<file path="config.mk">
export PLATFORM = sky130hd
export DESIGN_NAME = m_axis_rx_arbiter
export DESIGN_NICKNAME = d
export VERILOG_FILES = /design/src/rtl/m_axis_rx_arbiter.sv
export SDC_FILE = /design/constraint.sdc
export NUM_CORES = 1
export LEC_CHECK = 0
export BUFFER_PORTS_ARGS = -buffer_cell sky130_fd_sc_hd__buf_4
export CORE_AREA = 2 2 198 200
export CTS_CLUSTER_SIZE = 14
export DETAILED_ROUTE_END_ITERATION = 8
export DIE_AREA = 0 0 200 202
export GPL_TIMING_DRIVEN = 0
export SYNTH_ARGS = -nofsm -noshare
export SYNTH_HDL_FRONTEND = slang
export SYNTH_SLANG_ARGS = --single-unit
</file>
<file path="constraint.sdc">
create_clock -name user_clk -period 6.3 [get_ports user_clk]
set_clock_uncertainty 0.1 [all_clocks]
set_input_delay 1.26 -clock user_clk [delete_from_list [all_inputs] [get_ports user_clk]]
set_output_delay 1.26 -clock user_clk [all_outputs]
set_load 0.05 [all_outputs]
</file>
<file path="src/rtl/m_axis_rx_arbiter.sv">
// m_axis_rx_arbiter: merges CQ and RC AXI-Stream packets onto one RX stream without interleaving packets.
// Latency: 1 cycle from input acceptance to output, with full throughput through a single output register.
// Backpressure: the granted source's tready = !out_valid || m_axis_rx_tready. M_AXIS_RX_ARB_CQ_PRIO_EN selects strict CQ priority.
module m_axis_rx_arbiter #(
    parameter int DATA_WIDTH = 128,
    parameter int KEEP_WIDTH = DATA_WIDTH / 8,
    parameter int USER_WIDTH = 22
) (
    input  logic                  user_clk,
    input  logic                  user_reset,

    input  logic [DATA_WIDTH-1:0] s_axis_cq_tdata,
    input  logic [KEEP_WIDTH-1:0] s_axis_cq_tkeep,
    input  logic                  s_axis_cq_tlast,
    input  logic [USER_WIDTH-1:0] s_axis_cq_tuser,
    input  logic                  s_axis_cq_tvalid,
    output logic                  s_axis_cq_tready,

    input  logic [DATA_WIDTH-1:0] s_axis_rc_tdata,
    input  logic [KEEP_WIDTH-1:0] s_axis_rc_tkeep,
    input  logic                  s_axis_rc_tlast,
    input  logic [USER_WIDTH-1:0] s_axis_rc_tuser,
    input  logic                  s_axis_rc_tvalid,
    output logic                  s_axis_rc_tready,

    output logic [DATA_WIDTH-1:0] m_axis_rx_tdata,
    output logic [KEEP_WIDTH-1:0] m_axis_rx_tkeep,
    output logic                  m_axis_rx_tlast,
    output logic [USER_WIDTH-1:0] m_axis_rx_tuser,
    output logic                  m_axis_rx_tvalid,
    input  logic                  m_axis_rx_tready,
    output logic                  m_axis_rx_tsrc
);

    typedef enum logic [1:0] {
        IDLE   = 2'd0,
        GNT_CQ = 2'd1,
        GNT_RC = 2'd2
    } state_t;

    state_t                state_q, state_d;
    logic                  in_pkt_q, in_pkt_d;
    logic                  out_valid_q, out_valid_d;
    logic                  out_last_q, out_last_d;
    logic                  out_src_q, out_src_d;
    logic [DATA_WIDTH-1:0] out_data_q, out_data_d;
    logic [KEEP_WIDTH-1:0] out_keep_q, out_keep_d;
    logic [USER_WIDTH-1:0] out_user_q, out_user_d;

    logic                  gnt_rc;
    logic                  sel_vld;
    logic                  sel_last;
    logic [DATA_WIDTH-1:0] sel_data;
    logic [KEEP_WIDTH-1:0] sel_keep;
    logic [USER_WIDTH-1:0] sel_user;
    logic                  cq_acc;
    logic                  rc_acc;
    logic                  acc;
    logic                  any_vld;
    logic                  rc_wins_idle;
    logic                  rc_wins_last;

    assign s_axis_cq_tready = (state_q == GNT_CQ) && (!out_valid_q || m_axis_rx_tready);
    assign s_axis_rc_tready = (state_q == GNT_RC) && (!out_valid_q || m_axis_rx_tready);

    assign cq_acc  = s_axis_cq_tvalid && s_axis_cq_tready;
    assign rc_acc  = s_axis_rc_tvalid && s_axis_rc_tready;
    assign acc     = cq_acc || rc_acc;
    assign any_vld = s_axis_cq_tvalid || s_axis_rc_tvalid;
    assign gnt_rc  = (state_q == GNT_RC);

    assign sel_vld  = gnt_rc ? s_axis_rc_tvalid : s_axis_cq_tvalid;
    assign sel_last = gnt_rc ? s_axis_rc_tlast  : s_axis_cq_tlast;
    assign sel_data = gnt_rc ? s_axis_rc_tdata  : s_axis_cq_tdata;
    assign sel_keep = gnt_rc ? s_axis_rc_tkeep  : s_axis_cq_tkeep;
    assign sel_user = gnt_rc ? s_axis_rc_tuser  : s_axis_cq_tuser;

`ifdef M_AXIS_RX_ARB_CQ_PRIO_EN
    assign rc_wins_idle = !s_axis_cq_tvalid;
    assign rc_wins_last = !s_axis_cq_tvalid;
`else
    logic last_grant_q, last_grant_d;

    // last_grant = 1 means RC finished most recently, so CQ wins the next tie.
    assign rc_wins_idle = s_axis_rc_tvalid && (!s_axis_cq_tvalid || !last_grant_q);
    assign rc_wins_last = s_axis_rc_tvalid && (!s_axis_cq_tvalid || !gnt_rc);
`endif

    always_comb begin
        state_d  = state_q;
        in_pkt_d = in_pkt_q;
`ifndef M_AXIS_RX_ARB_CQ_PRIO_EN
        last_grant_d = last_grant_q;
`endif
        case (state_q)
            GNT_CQ, GNT_RC: begin
                if (acc && sel_last) begin
                    in_pkt_d = 1'b0;
`ifndef M_AXIS_RX_ARB_CQ_PRIO_EN
                    last_grant_d = gnt_rc;
`endif
                    if (any_vld) state_d = rc_wins_last ? GNT_RC : GNT_CQ;
                    else         state_d = IDLE;
                end else if (acc) begin
                    in_pkt_d = 1'b1;
                end else if (!in_pkt_q && !sel_vld) begin
                    // Grant parked on a packet boundary with its source gone idle: re-arbitrate.
                    state_d = IDLE;
                end
            end
            default: begin
                if (any_vld) state_d = rc_wins_idle ? GNT_RC : GNT_CQ;
                else         state_d = IDLE;
            end
        endcase
    end

    always_comb begin
        out_valid_d = acc || (out_valid_q && !m_axis_rx_tready);
        out_last_d  = acc ? sel_last : out_last_q;
        out_src_d   = acc ? gnt_rc   : out_src_q;
        out_data_d  = acc ? sel_data : out_data_q;
        out_keep_d  = acc ? sel_keep : out_keep_q;
        out_user_d  = acc ? sel_user : out_user_q;
    end

    always_ff @(posedge user_clk or posedge user_reset) begin
        if (user_reset) begin
            state_q     <= IDLE;
            in_pkt_q    <= 1'b0;
            out_valid_q <= 1'b0;
            out_last_q  <= 1'b0;
            out_src_q   <= 1'b0;
`ifndef M_AXIS_RX_ARB_CQ_PRIO_EN
            last_grant_q <= 1'b1;
`endif
        end else begin
            state_q     <= state_d;
            in_pkt_q    <= in_pkt_d;
            out_valid_q <= out_valid_d;
            out_last_q  <= out_last_d;
            out_src_q   <= out_src_d;
`ifndef M_AXIS_RX_ARB_CQ_PRIO_EN
            last_grant_q <= last_grant_d;
`endif
        end
    end

    // Payload is qualified by out_valid, so it carries no reset.
    always_ff @(posedge user_clk) begin
        out_data_q <= out_data_d;
        out_keep_q <= out_keep_d;
        out_user_q <= out_user_d;
    end

    assign m_axis_rx_tvalid = out_valid_q;
    assign m_axis_rx_tlast  = out_last_q;
    assign m_axis_rx_tsrc   = out_src_q;
    assign m_axis_rx_tdata  = out_data_q;
    assign m_axis_rx_tkeep  = out_keep_q;
    assign m_axis_rx_tuser  = out_user_q;

endmodule
</file>
== Word-level counts from Yosys, hierarchy flattened ==
Cells that the tools add are included.

* Eq/ne operators: 4
* Mux-type cells: 15
* Reductions and logical operators: 27

{| class="wikitable"
|+ Operators with widths
! operator !! number
|-
| 128-bit 2-to-1 mux || 1
|-
| 22-bit 2-to-1 mux || 1
|-
| 16-bit 2-to-1 mux || 1
|-
| 2-bit 2-to-1 mux || 8
|-
| 1-bit logical AND || 9
|-
| 1-bit zero test || 7
|-
| 1-bit logical OR || 6
|-
| 3-bit inequality test (second input constant) || 2
|-
| 2-bit AND reduction || 3
|-
| 1-bit 2-to-1 mux || 4
|-
| 2-bit by 1-bit == test with 1-bit output (second input constant) || 1
|-
| 2-bit == test (second input constant) || 1
|-
| 2-bit nonzero test || 1
|-
| 2-bit OR reduction || 1
|}

* Bits in registers: 173
* Input port bits: 339
* Output and inout port bits: 171
* Word-level logic and storage cells: 55

== Longest topological paths before layout ==
* Depth in word-level cells: 8
* Depth in mapped cells: 7
* Mapped depth without buffers: 7

== Least setup slack after synthesis ==
OpenSTA, ideal clock, no wires.

* Kind: input-to-reg
* From: in m_axis_rx_tready
* To: reg out_data_q[0], in the netlist m_axis_rx_tdata[0], enable pin
* Library setup time: 0.520 ns
* Arrival: 4.772 ns
* Data required time: 5.680 ns
* Slack: 0.908 ns
* Cell stages on the path: 3
* Buffers on the path: 0
* Path through: nand2b_1 > nand2_1 > inv_1

* Longest elaborated chain between the ends: 4
* Elaborated cells between the ends (all ways): 6
* Classes of those cells: reduce/logical: 6

{| class="wikitable"
|+ RTL lines
! element !! line !! RTL
|-
| start, declared || 31 || <nowiki>input logic m_axis_rx_tready,</nowiki>
|-
| 1-bit logical OR * || 63, 64 ||
|-
| 1-bit logical AND, on equally long branches || 63, 64 ||
|-
| 1-bit logical AND, on equally long branches || 66, 67 ||
|-
| 1-bit logical OR * || 68 || <nowiki>assign acc = cq_acc || rc_acc;</nowiki>
|-
| named net acc || 58 || <nowiki>logic acc;</nowiki>
|-
| end signal, assigned || 151 || <nowiki>out_data_q <= out_data_d;</nowiki>
|-
| end, declared || 46 || <nowiki>logic [DATA_WIDTH-1:0] out_data_q, out_data_d;</nowiki>
|}

The timed path passes the listed nets; every way through them passes the cells marked *.
A chain may end at the register's enable or synchronous reset.

== Worst setup path after layout ==
* From: reg state_q[0]
* To: out s_axis_rc_tready

* Longest elaborated chain between the ends: 2

{| class="wikitable"
|+ RTL lines
! element !! line !! RTL
|-
| start, declared || 41 || <nowiki>state_t state_q, state_d;</nowiki>
|-
| start signal, assigned || 138 || <nowiki>state_q <= state_d;</nowiki>
|-
| 2-bit == test || -- ||
|-
| named net gnt_rc || 50 || <nowiki>logic gnt_rc;</nowiki>
|-
| 1-bit logical AND || 64 || <nowiki>assign s_axis_rc_tready = (state_q == GNT_RC) && (!out_valid_q || m_axis_rx_tready);</nowiki>
|-
| end, declared || 24 || <nowiki>output logic s_axis_rc_tready,</nowiki>
|}

The timed path passes the listed nets, and every way through them passes these cells.

==> impl_metrics.ini <==
[logic_synthesis]
yosysUniqueCellTypes = 25
synthFlopType = edfxtp_1
syn_inst = 392
synth_warnings = 0
syn_area_sq_mm = 0.00739
ys_seq_area_share_pct = 69.9
synth-edff-count = 166
syn-num-nets = 733
syn_area_per_cell_sq_um = 18.8
async_reset_ff_share_pct = 4.05
ys_ff_latch = 173

[sta]
setup_viol_count_final = 0
fin_crit_sh_pct = 57.7
timing.setup.tns_ns = 0
hold_ws_ns = 0.404
slew_headroom_pct = 56.9
max_freq_mhz = 275
min_period_ns = 3.64
drv_slew = 0
rsz0062_at_grt = false
worst_slew_pin_slew_ns = 0.646
hold_viol_final = 0

[placement]
globalplace.congestion = 0.759
dpl_cell_area_sq_mm = 0.0119
dp_hpwl_um = 20900
io_buffers = 509

[critical_path]
critPathBufInv = 5
crit_slowest_cell = dfrtp_1
cp_common_cell = buf_4
arrival_ns = 2.28
cp_top_family = buffers and inverters
endpoint_kind = primary output
critical_path_class = reg2out
required_ns = 4.94
worst_setup_path_start_kind = register
critical_path_peak_fanout = 10
crit_chain = inv_1, ha_1, buf_4, buf_2, buf_4, and2_1, buf_4
cpPeakStageDelay_ns = 0.40

[global_routing]
grt_pass1_vias = 5876
grt.overflow.total = 0
grt_pass1_wl_um = 36300
grt_util_met1_pct = 13.2
busiest_layer = met2
grt_max_degree = 88
antenna_found_initial = 0
grt_use_met3_pct = 5.09
grtUsageMet2_pct = 22.9
grt.total_usage_pct = 12.7

[routing]
viasPerCell = 3.82
drtIter0Drc = 168
wl_per_cell_um = 18.2
vias = 5548
drcViolationCount = 0
ant_nets = 0
wl_um = 26400
drt_pass1_iterations = 4

[clock_tree]
tritoncts = built
root_buffer = clkbuf_16
cts_setup_buffers = 0
cts.reportedPaths.clkPinSlew_ns = 0.07
numClockSinks = 173
postCtsHoldBufs = 0
numCtsBuffers = 17
cts_buffer_depth = 2
cts_htree_levels = 4
worstSkewPairLatency_ns = 0.44
postCtsResizedCells = 0

[floorplan]
ioPinCount = 510
core_area_sq_mm = 0.0383
die_y_um = 202
die_area_sq_mm = 0.0404
die_w_um = 200
start_util_pct = 19.3
rows = 72

[power_and_ir_drop]
vdd_drop_max_mv = 0.191
p_int_uw = 3270
p_leak_uw = 0.00518
share_seq_of_total_power_pct = 32.9
p_sw_share_pct = 40.6
p_per_area_mw_per_mm2 = 441
p_sw_uw = 2230
p_comb_share_pct = 47.8
p_clk_share_pct = 19.3

[final_layout]
drive_above_1_share_pct = 78.5
final_cell_mix = buf_4 (521), mux2_2 (169), edfxtp_1 (166)
nNetsFinal = 1262
postLayoutCellArea_sq_mm = 0.0125
antenna_cells = 0
final_common_cell = buf_4
area_delta_synth_final_pct = 68.7
fill_cells = 3787

[run]
cap_violations = 0

[hold_path]
hold_path_class = reg2reg

[status]
outcome = finished clean
## area by class of cell
type,count,area (sq um),area share [%]
Buffer,19,125,1.00
Clock buffer,17,425,3.41
Sequential cell,173,5160,41.4
Tap cell,518,648,5.20
Multi-Input combinational cell,195,2080,16.7
Inverter,5,26.3,0.211
Clock inverter,14,145,1.16
Timing Repair Buffer,510,3850,30.9
## synth_stat cells, types with 2 or more instances
master	number	area share, %
buf_4	12	1.2
a32o_1	2	0.27
mux2_2	169	26
inv_1	5	0.25
edfxtp_1	166	67
buf_2	7	0.47
nand2_1	5	0.25
and2_1	2	0.17
a21oi_1	2	0.14
dfrtp_1	6	2.0
ha_1	2	0.34
## tightest hold or removal path: stages, from the launching register on
cell,delay [ns]
dfrtp_1,0.36
nand2_1,0.06
nand2_1,0.06
## final timing paths
kind                       slack, ns            from  cells after the start                  to
hold reg to reg                 0.40  m_axis_rx_tsrc                      2      m_axis_rx_tsrc
hold / removal                  0.40  m_axis_rx_tsrc                      2      m_axis_rx_tsrc
min in group asynchronous       0.65      user_reset                      2    m_axis_rx_tvalid
max in group asynchronous       5.17      user_reset                      2        last_grant_q
setup / recovery                2.66      state_q[0]                      7    s_axis_rc_tready
setup reg to reg                3.83      state_q[1]                      6  m_axis_rx_tkeep[7]
## logic make-up (layout without fill, tap and decap cells)
kind of cell / count (synthesis) / in the layout / share of synthesized area [%]
flip-flops: 173 / 173 / 69.9
AO/OA/AOI/OAI: 10 / 10 / 1.05
AND/OR/NAND/NOR: 13 / 13 / 0.881
multiplexers: 170 / 170 / 25.9
buffers and inverters: 24 / 565 / 1.95
adder cells (fa/ha/maj): 2 / 2 / 0.339
## per-layer routing
| layer | up-vias | wire length (um) |
|---|---|---|
| li1 | 2592 | - |
| met3 | 24 | 2550 |
| met1 | 2632 | 9620 |
| met2 | 300 | 13700 |
| met4 | 0 | 465 |
| met5 | - | 0 |
## registers in the layout, summed over array words and instances (netlist names)
| name | flops |
|---|---|
| m_axis_rx_tsrc | 1 |
| m_axis_rx_tuser | 22 |
| m_axis_rx_tvalid | 1 |
| m_axis_rx_tlast | 1 |
| state_q | 2 |
| m_axis_rx_tdata | 128 |
| last_grant_q | 1 |
| m_axis_rx_tkeep | 16 |
| in_pkt_q | 1 |
## power groups by stage
stage	registers, uW	logic [uW]	clock network [uW]
4_1_cts	1810	2680	1110
2_1_floorplan	2830	829	0
5_1_grt	1840	2770	1150
3_5_place_dp	1830	2670	0
3_3_place_gp	1900	2640	0
6_report	1810	2630	1060
## metrics by stage
stage                     std cells  total power [uW]  setup slack, ns  utilization (%)
after global routing           1451              5760             2.44             32.5
final                          1451              5500             2.66             32.5
after CTS                      1451              5600             2.58             32.5
after detailed placement       1420              4510             3.00             31.1
after global placement         1419              4540           -0.903             31.0
after floorplan                 392              3660            0.908                -
Power figures use the tool's default switching activity.
